### src/rtl/uart_rx_if.sv
// Consumer-side handshake bundle of the UART receiver: holding register,
// status flags and the ready back-pressure.
interface uart_rx_if #(
  parameter int DataBits = 8
) ();
  logic [DataBits-1:0] rx_data_o;
  logic                rx_valid_o;
  logic                rx_ready_i;
  logic                frame_err_o;
  logic                parity_err_o;
  logic                overrun_o;

  modport slave (
    output rx_data_o, rx_valid_o, frame_err_o, parity_err_o, overrun_o,
    input  rx_ready_i
  );

  modport master (
    input  rx_data_o, rx_valid_o, frame_err_o, parity_err_o, overrun_o,
    output rx_ready_i
  );
endinterface

### src/rtl/uart_rx.sv
// Oversampling UART receiver: mid-bit sampling of 5-8 bit frames with
// optional parity, delivered through a valid/ready holding register.
module uart_rx #(
  parameter int OverSampleRate = 16,
  parameter int DataBits       = 8
) (
  input  logic       clk_i,
  input  logic       rst_ni,
  input  logic       baud_tick_i,
  input  logic       rx_i,
  input  logic       parity_en_i,
  input  logic       parity_odd_i,
  output logic       rx_busy_o,
  uart_rx_if.slave   rx_bus
);

  localparam int TickW = $clog2(OverSampleRate);
  localparam int BitW  = $clog2(DataBits + 1);
  localparam logic [TickW-1:0] MidTick  = TickW'(OverSampleRate / 2 - 1);
  localparam logic [TickW-1:0] LastTick = TickW'(OverSampleRate - 1);
  localparam logic [BitW-1:0]  LastBit  = BitW'(DataBits - 1);

  typedef enum logic [2:0] {
    S_IDLE, S_START, S_DATA, S_PARITY, S_STOP
  } state_e;

  state_e              r_state, w_next_state;
  logic                r_rx_meta, r_rxs;
  logic [TickW-1:0]    r_tick_cnt;
  logic [BitW-1:0]     r_bit_cnt;
  logic [DataBits-1:0] r_shift;
  logic                r_par_en, r_par_odd, r_par_err;
  logic [DataBits-1:0] r_data;
  logic                r_valid, r_frame_err, r_parity_err, r_overrun;

  logic w_at_mid, w_at_end;
  logic w_tick_clr, w_start, w_shift, w_par_sample, w_complete;

  assign w_at_mid = baud_tick_i && (r_tick_cnt == MidTick);
  assign w_at_end = baud_tick_i && (r_tick_cnt == LastTick);

  // NOTE: every always_comb output gets a default first so no path can infer a latch.
  always_comb begin
    w_next_state = r_state;
    w_tick_clr   = 1'b0;
    w_start      = 1'b0;
    w_shift      = 1'b0;
    w_par_sample = 1'b0;
    w_complete   = 1'b0;
    unique case (r_state)
      S_IDLE: begin
        w_tick_clr = 1'b1;
        if (baud_tick_i && !r_rxs) begin
          w_start      = 1'b1;
          w_next_state = S_START;
        end
      end
      S_START: if (w_at_mid) begin
        w_tick_clr   = 1'b1;
        w_next_state = r_rxs ? S_IDLE : S_DATA;
      end
      S_DATA: if (w_at_end) begin
        w_tick_clr = 1'b1;
        w_shift    = 1'b1;
        if (r_bit_cnt == LastBit) w_next_state = r_par_en ? S_PARITY : S_STOP;
      end
      S_PARITY: if (w_at_end) begin
        w_tick_clr   = 1'b1;
        w_par_sample = 1'b1;
        w_next_state = S_STOP;
      end
      S_STOP: if (w_at_end) begin
        w_tick_clr   = 1'b1;
        w_complete   = 1'b1;
        w_next_state = S_IDLE;
      end
      default: w_next_state = S_IDLE;
    endcase
  end

  // NOTE: sequential state uses non-blocking assignments so all flops update together.
  always_ff @(posedge clk_i or negedge rst_ni) begin
    if (!rst_ni) begin
      r_rx_meta <= 1'b1;
      r_rxs     <= 1'b1;
      r_state   <= S_IDLE;
    end else begin
      r_rx_meta <= rx_i;
      r_rxs     <= r_rx_meta;
      r_state   <= w_next_state;
    end
  end

  always_ff @(posedge clk_i or negedge rst_ni) begin
    if (!rst_ni) begin
      r_tick_cnt <= '0;
      r_bit_cnt  <= '0;
      r_shift    <= '0;
      r_par_en   <= 1'b0;
      r_par_odd  <= 1'b0;
      r_par_err  <= 1'b0;
    end else begin
      if (w_tick_clr)       r_tick_cnt <= '0;
      else if (baud_tick_i) r_tick_cnt <= r_tick_cnt + TickW'(1);

      if (r_state == S_START) r_bit_cnt <= '0;
      else if (w_shift)       r_bit_cnt <= r_bit_cnt + BitW'(1);

      // LSB arrives first, so each new bit enters at the top and walks down.
      if (w_shift) r_shift <= {r_rxs, r_shift[DataBits-1:1]};

      if (w_start) begin
        r_par_en  <= parity_en_i;
        r_par_odd <= parity_odd_i;
        r_par_err <= 1'b0;
      end else if (w_par_sample) begin
        r_par_err <= ((^r_shift) ^ r_rxs) != r_par_odd;
      end
    end
  end

  always_ff @(posedge clk_i or negedge rst_ni) begin
    if (!rst_ni) begin
      r_data       <= '0;
      r_valid      <= 1'b0;
      r_frame_err  <= 1'b0;
      r_parity_err <= 1'b0;
      r_overrun    <= 1'b0;
    end else begin
      r_overrun <= 1'b0;
      if (w_complete) begin
        // A consumer taking the old byte this very cycle frees the slot.
        if (!r_valid || rx_bus.rx_ready_i) begin
          r_data       <= r_shift;
          r_frame_err  <= !r_rxs;
          r_parity_err <= r_par_en && r_par_err;
          r_valid      <= 1'b1;
        end else begin
          r_overrun <= 1'b1;
        end
      end else if (r_valid && rx_bus.rx_ready_i) begin
        r_valid <= 1'b0;
      end
    end
  end

  assign rx_busy_o           = (r_state != S_IDLE);
  assign rx_bus.rx_data_o    = r_data;
  assign rx_bus.rx_valid_o   = r_valid;
  assign rx_bus.frame_err_o  = r_frame_err;
  assign rx_bus.parity_err_o = r_parity_err;
  assign rx_bus.overrun_o    = r_overrun;

endmodule

### src/flat_wrapper.sv
// flat-port wrapper written by rule: the top's interface ports become plain ports
module uart_rx_flat 
#(
  parameter int OverSampleRate = 16,
  parameter int DataBits       = 8
)
  (clk_i, rst_ni, baud_tick_i, rx_i, parity_en_i, parity_odd_i, rx_busy_o, rx_bus_rx_data_o, rx_bus_rx_valid_o, rx_bus_frame_err_o, rx_bus_parity_err_o, rx_bus_overrun_o, rx_bus_rx_ready_i);
  uart_rx_if #(.DataBits(DataBits)) rx_bus_i ();
  input  logic clk_i;
  input  logic rst_ni;
  input  logic baud_tick_i;
  input  logic rx_i;
  input  logic parity_en_i;
  input  logic parity_odd_i;
  output logic rx_busy_o;
  output wire logic [$bits(rx_bus_i.rx_data_o)-1:0] rx_bus_rx_data_o;
  output wire logic [$bits(rx_bus_i.rx_valid_o)-1:0] rx_bus_rx_valid_o;
  output wire logic [$bits(rx_bus_i.frame_err_o)-1:0] rx_bus_frame_err_o;
  output wire logic [$bits(rx_bus_i.parity_err_o)-1:0] rx_bus_parity_err_o;
  output wire logic [$bits(rx_bus_i.overrun_o)-1:0] rx_bus_overrun_o;
  input wire logic [$bits(rx_bus_i.rx_ready_i)-1:0] rx_bus_rx_ready_i;
  assign rx_bus_rx_data_o = rx_bus_i.rx_data_o;
  assign rx_bus_rx_valid_o = rx_bus_i.rx_valid_o;
  assign rx_bus_frame_err_o = rx_bus_i.frame_err_o;
  assign rx_bus_parity_err_o = rx_bus_i.parity_err_o;
  assign rx_bus_overrun_o = rx_bus_i.overrun_o;
  assign rx_bus_i.rx_ready_i = rx_bus_rx_ready_i;
  uart_rx #(.OverSampleRate(OverSampleRate), .DataBits(DataBits)) u_core (.clk_i(clk_i), .rst_ni(rst_ni), .baud_tick_i(baud_tick_i), .rx_i(rx_i), .parity_en_i(parity_en_i), .parity_odd_i(parity_odd_i), .rx_busy_o(rx_busy_o), .rx_bus(rx_bus_i));
endmodule
### config.mk
export PLATFORM = sky130hd
export DESIGN_NAME = uart_rx_flat
export DESIGN_NICKNAME = d
export VERILOG_FILES = /design/src/rtl/uart_rx_if.sv /design/src/rtl/uart_rx.sv /design/src/flat_wrapper.sv
export SDC_FILE = /design/constraint.sdc
export NUM_CORES = 1
export LEC_CHECK = 0
export ABC_AREA = 1
export ABC_CLOCK_PERIOD_IN_PS = 1800
export BUFFER_PORTS_ARGS = -buffer_cell sky130_fd_sc_hd__buf_4
export CAP_MARGIN = 20
export CORE_MARGIN = 5
export CORE_UTILIZATION = 30
export CTS_CLUSTER_SIZE = 25
export DETAILED_ROUTE_END_ITERATION = 16
export PLACE_DENSITY = 0.53
export SYNTH_ARGS = -nofsm -noshare
export SYNTH_HDL_FRONTEND = slang
export SYNTH_SLANG_ARGS = --single-unit
### constraint.sdc
create_clock -name clk_i -period 1.8 [get_ports clk_i]
set_clock_uncertainty 0.15 [all_clocks]
set_input_delay 0 -clock clk_i [delete_from_list [all_inputs] [get_ports clk_i]]
set_output_delay 0 -clock clk_i [all_outputs]
set_load 0.05 [all_outputs]
==> flow_summary_export.csv, run 1 <==
group,metric,value,unit
placed_design,dp.cells,296,
final_layout,antenna_cells,0,
pwr,p_per_area,1010,nW/um^2
die,die_w,86.9,um
logic_synthesis,synth_area_per_cell,8.68,sq um
clock_network,cts_buffers,5,
timing,timing.final.crit_share,0.890,
clock_network,clk_latency,290,ps
status,status,"complete, no violations",
final_layout,area_delta_synth_final,20.9,%
detailed_routing,drtIter0Drc,52,
timing,worst_pin_slew,463,ps
grt,use_met2,0.162,
pwr,irDropWorstVdd,0.000772,V
grt,grt_util_met1,0.120,
final_layout,num-fill-cells,639,
worst_setup_path,r2r-start,"u_core.r_tick_cnt[0]$_DFFE_PN0P_",
worst_setup_path,crit_fanout,12,
grt,grt_pass1_vias,1349,
clock_network,ctsHoldBuffers,6,
clock_network,cts_tree,"done",
detailed_routing,wl_per_cell,10.6,um
grt,grt-ovfl-total,0,
grt,grtUsageTotal,0.0997,
placed_design,place.detailed.hpwl,2390,um
worst_hold_path,worst_hold_path_type,"in2async",
logic_synthesis,synth_nets,213,
logic_synthesis,synth_top_area_share,0.480,
detailed_routing,dr.pass1.iters,4,
detailed_routing,routed_via_density,4.36,
logic_synthesis,synth_area_leaders,"dfrtp_1 (48%), nand2_1 (13%), inv_1 (5.3%)",
die,num_io_pins,20,
detailed_routing,routed_wl,3280,um
clock_network,path_clk_slew,70,ps
grt,grt_max_degree,37,
logic_synthesis,ys_ff_latch,36,
logic_synthesis,yosys_warnings,0,
timing,finalSetupTns,0,ps
timing,fin_ws,199,ps
timing,grt_setup_unrepaired,"no",
logic_synthesis,synth_cell_types,28,
die,start_util,0.305,
pwr,leakagePower,1.07,nW
timing,relSlewSlack,0.691,
flow_run,cap_violations,0,
final_layout,fin_util,0.368,
placed_design,pre_cts_ws,193,ps
worst_setup_path,startpoint,"u_core.r_tick_cnt[0]$_DFFE_PN0P_",
die,die_height,86.9,um
placed_design,place.gp.congestion,0.771,
timing,finalSetupViolations,0,
timing,hold_violations,0,
logic_synthesis,synthCells,204,
final_layout,drive_gt1_frac,0.235,
timing,hold_ws,54.8,ps
clock_network,cts_max_path_buffers,2,
clock_network,cts_resized,0,
grt,grt_pass1_wl,5940,um
die,die_area,7540,sq um
placed_design,io_buffers,19,
timing,layout_min_cycle_time,1600,ps
clock_network,clock-sinks,36,
worst_setup_path,cp-end-kind,"flip-flop",
grt,antenna_found_initial,0,
logic_synthesis,syn_area,1770,sq um
final_layout,final_common_cell,"nand2_1",
die,rows,28,
worst_setup_path,criticalPathCategory,"reg2reg",
timing,fmax,625,MHz
detailed_routing,ant_nets,0,
worst_setup_path,start_kind,"flip-flop",
final_layout,final_cell_mix,"nand2_1 (60), dfrtp_1 (34), inv_1 (25)",
timing,slew_violations,0,
final_layout,instances_no_fill,309,
clock_network,h-tree-depth,2,
grt,top_usage_layer,"met2",
grt,use_met3,0.0284,
clock_network,ctsRootBufferMaster,"clkbuf_8",
clock_network,post_cts_buffers,0,
detailed_routing,drc,0,
worst_setup_path,worst_ep_arrival_time,1630,ps
logic_synthesis,synth_top_cell_by_area,"dfrtp_1",
detailed_routing,vias,1348,
worst_setup_path,worstPathRequired,1830,ps
logic_synthesis,ys_seq_area_frac,0.510,
final_layout,nets,243,
worst_setup_path,r2r_setup_slack,200,ps
die,design.core.area,5820,sq um
==> path summary, 6_finish.rpt <==
path | endpoint | depth (start not counted)
setup / recovery | u_core.r_bit_cnt[3]$_DFFE_PN0P_ | 8
hold / removal | u_core.r_tick_cnt[0]$_DFFE_PN0P_ | 2
setup reg to reg | u_core.r_bit_cnt[3]$_DFFE_PN0P_ | 8
hold reg to reg | u_core.r_rxs$_DFF_PN1_ | 0
max in group asynchronous | u_core.r_rxs$_DFF_PN1_ | 2
min in group clk_i | u_core.r_rxs$_DFF_PN1_ | 0
==> synth_stat cells (all sizes together) <==
cell     n
a21oi    5
a22oi    1
buf      3
clkbuf   1
dfrtp   34
dfstp    2
ha       2
inv     29
mux2     2
mux2i    1
nand2   63
nand3   12
nand4    1
nor2    18
nor3     4
o21ai   23
o22ai    1
xnor2    1
xor2     1
==> worst max-delay path, cell delays in order, from the launching register on <==
cell     delay [ps]
dfrtp_1         370
ha_1            220
nand3_4         110
nor2_8          120
nand2_2         170
nor2_4          140
nand3_2          70
nor2_1          100
nor2_1           50
==> final cells by class <==
class | instances | area, sq um | share of cell area
flip-flops and latches | 36 | 903 | 0.422
repair buffers | 27 | 218 | 0.102
well taps | 75 | 93.8 | 0.0438
multi-input cells | 135 | 719 | 0.336
clock buffers | 7 | 96.3 | 0.0450
inverters | 29 | 111 | 0.0520
==> state kept, by name, summed over array words and instances, names as in the netlist <==
register / flops
u_core.r_shift: 8
u_core.rx_bus.rx_data_o: 8
u_core.r_bit_cnt: 4
u_core.r_tick_cnt: 4
u_core.r_state: 3
u_core.r_par_en: 1
u_core.r_par_err: 1
u_core.r_par_odd: 1
u_core.r_rx_meta: 1
u_core.r_rxs: 1
u_core.rx_bus.frame_err_o: 1
u_core.rx_bus.overrun_o: 1
u_core.rx_bus.parity_err_o: 1
u_core.rx_bus.rx_valid_o: 1
==> report_power, final <==
part	internal [mW]	switching [mW]	leakage (nW)
registers	0.885	0.0780	0.488
clock network	0.341	0.278	0.0503
logic	0.218	0.370	0.531
==> through the flow <==
stage | total power [mW] | cell area [sq um]
after floorplan | 1.38 | 1770
after global placement | 1.57 | 1990
after detailed placement | 1.57 | 1990
after CTS | 2.22 | 2140
after global routing | 2.34 | 2140
final | 2.17 | 2140
==> kinds of logic (layout without fill, tap and decap cells) <==
kind of cell / after synthesis / count (layout) / synth area share
xor+xnor: 2 / 2 / 0.00989
buf+inv: 33 / 63 / 0.0840
compound gates: 30 / 30 / 0.106
fa+ha+maj: 2 / 2 / 0.0141
simple gates: 98 / 98 / 0.258
flops: 36 / 36 / 0.510
mux: 3 / 3 / 0.0184
==> metal layers <==
metal	wire, um	vias up
met2	1550	22
met1	1510	624
met5	0	-
li1	-	696
met4	70	0
met3	138	6
(Power assumes the default switching activity.)
==> run 2, diff against run 1 <==
CELL_PAD_IN_SITES_DETAIL_PLACEMENT = 0   (was default)
CELL_PAD_IN_SITES_GLOBAL_PLACEMENT = 1   (was default)
PLACE_DENSITY = 0.65   (was 0.53)
==> flow_summary_export.csv, run 2 (same netlist as run 1, synthesis figures left out) <==
group,metric,value,unit
die,rows,28,
worst_setup_path,r2r_setup_slack,250,ps
grt,grt_pass1_wl,6030,um
timing,hold_violations,0,
timing,grt_setup_unrepaired,"no",
worst_setup_path,reg2reg_depth,8,
timing,fmax,644,MHz
timing,hold_ws,59.6,ps
placed_design,place.gp.congestion,0.722,
detailed_routing,wl_per_cell,10.8,um
worst_setup_path,worstPathRequired,1820,ps
timing,relSlewSlack,0.697,
die,die_w,86.9,um
pwr,p_comb_frac,0.278,
timing,timing.final.crit_share,0.863,
detailed_routing,vias,1324,
placed_design,io_buffers,19,
final_layout,final_cell_mix,"nand2_1 (60), dfrtp_1 (34), inv_1 (25)",
detailed_routing,dr.pass1.iters,4,
clock_network,post_cts_buffers,0,
clock_network,clk_latency,290,ps
grt,grt_max_degree,37,
final_layout,antenna_cells,0,
detailed_routing,ant_nets,0,
clock_network,cts_resized,0,
grt,antenna_found_initial,0,
pwr,p_per_area,1020,nW/um^2
die,die_height,86.9,um
final_layout,final_common_cell,"nand2_1",
worst_setup_path,criticalPathCategory,"reg2reg",
pwr,internal_power,1.47,mW
placed_design,dp.cells,297,
worst_setup_path,crit_fanout,19,
final_layout,seqCellArea,903,sq um
placed_design,pre_cts_ws,245,ps
final_layout,postLayoutCellArea,2150,sq um
pwr,clock_power_share,0.281,
pwr,irDropWorstVdd,0.000598,V
worst_setup_path,r2r-start,"u_core.r_tick_cnt[1]$_DFFE_PN0P_",
timing,worst_pin_slew,455,ps
grt,grt-ovfl-total,0,
status,status,"complete, no violations",
final_layout,area_delta_synth_final,21.3,%
grt,grtUsageTotal,0.104,
clock_network,path_clk_slew,70,ps
worst_hold_path,worst_hold_path_type,"in2async",
die,die_area,7540,sq um
final_layout,instances_no_fill,310,
timing,finalSetupTns,0,ps
timing,slew_violations,0,
timing,finalSetupViolations,0,
grt,grt_pass1_vias,1383,
flow_run,cap_violations,0,
pwr,finalPower,2.19,mW
die,design.core.area,5820,sq um
pwr,p_sw,727,uW
pwr,power_frac_seq,0.441,
worst_setup_path,cp-end-kind,"flip-flop",
clock_network,h-tree-depth,2,
die,start_util,0.305,
worst_setup_path,r2r_end,"u_core.rx_bus.rx_data_o[2]$_DFFE_PN0P_",
final_layout,multi_input_area,719,sq um
clock_network,clock-sinks,36,
worst_setup_path,worst_ep_arrival_time,1580,ps
die,num_io_pins,20,
detailed_routing,routed_via_density,4.27,
clock_network,ctsRootBufferMaster,"clkbuf_8",
pwr,leakagePower,1.07,nW
detailed_routing,drc,0,
clock_network,cts_tree,"done",
placed_design,placed_cell_area,1990,sq um
pwr,swShare,0.332,
timing,fin_ws,247,ps
final_layout,nets,244,
detailed_routing,routed_wl,3360,um
timing,layout_min_cycle_time,1550,ps
final_layout,fin_util,0.370,
final_layout,num-fill-cells,634,
placed_design,place.detailed.hpwl,2400,um
worst_setup_path,start_kind,"flip-flop",
clock_network,cts_max_path_buffers,2,
clock_network,cts_buffers,5,
detailed_routing,drtIter0Drc,39,
final_layout,drive_gt1_frac,0.238,
run 2: cell count changes in the layout (fill, tap and decap cells not counted):
cell	previous run	this run
buf_4	21	22
run 2: how the worst max path moves through the flow:
stage	cells past startpoint	to	startpoint	slack (ps)
2_1_floorplan	7	u_core.rx_bus.parity_err_o$_DFFE_PN0P_	u_core.rx_bus.rx_valid_o$_DFFE_PN0P_	270
3_3_place_gp	8	u_core.r_state[1]$_DFFE_PN0P_	u_core.r_state[1]$_DFFE_PN0P_	260
3_5_place_dp	8	u_core.rx_bus.rx_data_o[2]$_DFFE_PN0P_	u_core.r_tick_cnt[0]$_DFFE_PN0P_	250
4_1_cts	8	u_core.rx_bus.rx_data_o[2]$_DFFE_PN0P_	u_core.r_tick_cnt[0]$_DFFE_PN0P_	230
5_1_grt	7	u_core.r_state[2]$_DFFE_PN0P_	u_core.r_state[1]$_DFFE_PN0P_	80
6_report	8	u_core.rx_bus.rx_data_o[2]$_DFFE_PN0P_	u_core.r_tick_cnt[1]$_DFFE_PN0P_	250
run 2: final cells by class:
cell class | count | share of cell area
inverter | 29 | 0.0518
sequential | 36 | 0.420
clock buffer | 7 | 0.0448
tap | 75 | 0.0437
timing repair buffer | 28 | 0.105
multi-input combinational | 135 | 0.335
run 2: repair_timing:
action | CTS | global route
endpoints found under the hold margin | 45 | 0
hold buffers | 6 | 0
setup endpoints to repair | 0 | 0
run 2: power groups by stage:
stage / clock network (mW) / registers, mW / logic (mW)
finish: 0.616 / 0.966 / 0.610
global route: 0.682 / 0.978 / 0.710
CTS: 0.647 / 0.965 / 0.623
detailed placement: 0 / 0.981 / 0.609
global placement: 0 / 0.982 / 0.616
floorplan: 0 / 0.962 / 0.421
run 2: worst max-delay path, stage by stage, from the launching register on:
cell     delay, ps
dfrtp_1        370
ha_1           220
nand3_4        110
nor2_8         120
nand2_2         90
nor2_4         120
inv_4          110
nand2_1        100
o21ai_2         50
run 2: routing by layer:
metal,global-route usage,share of wire,up-vias
li1,-,-,698
met2,0.174,0.47,21
met1,0.118,0.46,600
met4,0.0510,0.015,0
met5,0,0,-
met3,0.0341,0.047,5
==> run 3, diff against run 2 <==
BUFFER_PORTS_ARGS = default   (was -buffer_cell sky130_fd_sc_hd__buf_4)
CORE_UTILIZATION = 47   (was 30)
DONT_BUFFER_PORTS = 1   (was default)
PLACE_DENSITY = 0.85   (was 0.65)
==> flow_summary_export.csv, run 3 (same netlist as run 1, synthesis figures left out) <==
group,metric,value,unit
timing,slew_violations,0,
die,num_io_pins,20,
flow_run,cap_violations,0,
grt,grt-ovfl-total,0,
final_layout,nets,227,
timing,hold_violations,0,
pwr,internal_power,1.47,mW
worst_setup_path,criticalPathCategory,"reg2reg",
pwr,swShare,0.333,
clock_network,post_cts_buffers,0,
worst_setup_path,start_kind,"flip-flop",
grt,grt_pass1_wl,5640,um
status,status,"complete, no violations",
clock_network,clk_latency,290,ps
detailed_routing,routed_wl,3170,um
pwr,leakagePower,0.994,nW
final_layout,instances_no_fill,267,
timing,fin_ws,125,ps
detailed_routing,routed_via_density,4.90,
grt,grt_util_met1,0.150,
placed_design,io_buffers,0,
detailed_routing,dr.pass1.iters,4,
clock_network,path_clk_slew,80,ps
grt,grt_pass1_vias,1314,
worst_setup_path,cp-end-kind,"flip-flop",
timing,worst_pin_slew,492,ps
detailed_routing,ant_nets,0,
timing,grt_setup_unrepaired,"no",
placed_design,dp.cells,252,
worst_hold_path,worst_hold_path_type,"in2async",
grt,grt_max_degree,37,
grt,use_met2,0.249,
clock_network,cts_max_path_buffers,2,
grt,top_usage_layer,"met2",
clock_network,cts_tree,"done",
final_layout,num-fill-cells,326,
grt,antenna_found_initial,0,
worst_setup_path,critical_path_depth,6,
detailed_routing,wl_per_cell,11.9,um
clock_network,cts_resized,0,
timing,fmax,597,MHz
pwr,p_comb_frac,0.241,
die,rows,22,
timing,timing.final.crit_share,0.931,
final_layout,drive_gt1_frac,0.183,
pwr,p_sw,732,uW
pwr,clock_power_share,0.319,
placed_design,place.detailed.hpwl,2300,um
worst_setup_path,worst_path_max_delay_cell,"dfrtp_1",
pwr,irDropWorstVdd,0.000576,V
worst_setup_path,worstPathRequired,1810,ps
timing,finalSetupTns,0,ps
final_layout,final_cell_mix,"nand2_1 (60), dfrtp_1 (34), inv_1 (25)",
clock_network,h-tree-depth,2,
pwr,power_frac_seq,0.441,
die,die_w,71.4,um
clock_network,clock-sinks,36,
grt,grtUsageTotal,0.140,
pwr,p_per_area,1090,nW/um^2
die,die_height,71.4,um
final_layout,antenna_cells,0,
clock_network,ctsRootBufferMaster,"clkbuf_8",
final_layout,area_delta_synth_final,13.8,%
timing,finalSetupViolations,0,
worst_setup_path,crit_fanout,4,
clock_network,ctsHoldBuffers,7,
grt,use_met3,0.0435,
worst_setup_path,cpPeakStageDelay,390,ps
worst_setup_path,worst_ep_arrival_time,1680,ps
placed_design,pre_cts_ws,163,ps
die,start_util,0.484,
worst_setup_path,cp_cell_sequence,"ha_1 > nand3_4 > inv_1 > nand2_1 > o21ai_0 > nor3_1",
detailed_routing,drc,0,
worst_setup_path,reg2reg_depth,6,
timing,relSlewSlack,0.672,
timing,layout_min_cycle_time,1670,ps
worst_setup_path,crit_family,"flip-flops",
placed_design,place.gp.congestion,0.772,
detailed_routing,drtIter0Drc,46,
worst_setup_path,cp.buffers_inverters,1,
final_layout,fin_util,0.551,
die,die_area,5100,sq um
final_layout,final_common_cell,"nand2_1",
pwr,finalPower,2.20,mW
die,design.core.area,3660,sq um
clock_network,cts_buffers,5,
detailed_routing,vias,1307,
run 3: changes by cell type in the layout (fill, tap and decap cells not counted), sizes merged:
cell,before,now
bufinv,0,1
buf,22,5
clkinvlp,0,1
clkbuf,7,5
clkinv,0,1
run 3: metrics by stage:
stage	hold WS (ps)	cell area [sq um]
global route	25.4	2020
floorplan	-446	1770
detailed placement	-445	1820
finish	6.50	2020
global placement	-444	1820
CTS	5.05	2020
run 3: routing by layer:
layer | wire length (um) | up-vias
li1 | - | 666
met1 | 1350 | 598
met2 | 1600 | 35
met3 | 155 | 8
met4 | 69 | 0
met5 | 0 | -
run 3: cell type report:
class | count | area (sq um) | area share
multi-input cells | 135 | 719 | 0.357
clock inverters | 3 | 42.5 | 0.0211
repair buffers | 11 | 110 | 0.0546
well taps | 48 | 60.1 | 0.0298
flip-flops and latches | 36 | 903 | 0.448
clock buffers | 5 | 68.8 | 0.0341
inverters | 29 | 111 | 0.0552
run 3: worst paths after layout:
path | slack, ps | startpoint | endpoint
min in group clk_i | 100 | rx_i | u_core.r_rx_meta$_DFF_PN1_
min reg2reg | 210 | u_core.r_rx_meta$_DFF_PN1_ | u_core.r_rxs$_DFF_PN1_
max | 130 | u_core.r_tick_cnt[0]$_DFFE_PN0P_ | u_core.r_tick_cnt[2]$_DFFE_PN0P_
max reg2reg | 130 | u_core.r_tick_cnt[0]$_DFFE_PN0P_ | u_core.r_tick_cnt[2]$_DFFE_PN0P_
min | 6 | rst_ni | u_core.rx_bus.rx_data_o[2]$_DFFE_PN0P_
max in group asynchronous | 1230 | rst_ni | u_core.r_rxs$_DFF_PN1_
run 3: power groups by stage:
stage | clock (mW) | sequential, mW | combinational (mW)
2_1_floorplan | 0 | 0.962 | 0.421
3_3_place_gp | 0 | 0.978 | 0.491
3_5_place_dp | 0 | 0.982 | 0.497
4_1_cts | 0.725 | 0.967 | 0.534
5_1_grt | 0.759 | 0.977 | 0.612
6_report | 0.700 | 0.968 | 0.529
run 3: worst reg2reg max path: stages, from the launching register on:
cell and delay, ps:
dfrtp_1 390, ha_1 240, nand3_4 120, inv_1 100, nand2_1 70, o21ai_0 380, nor3_1 100
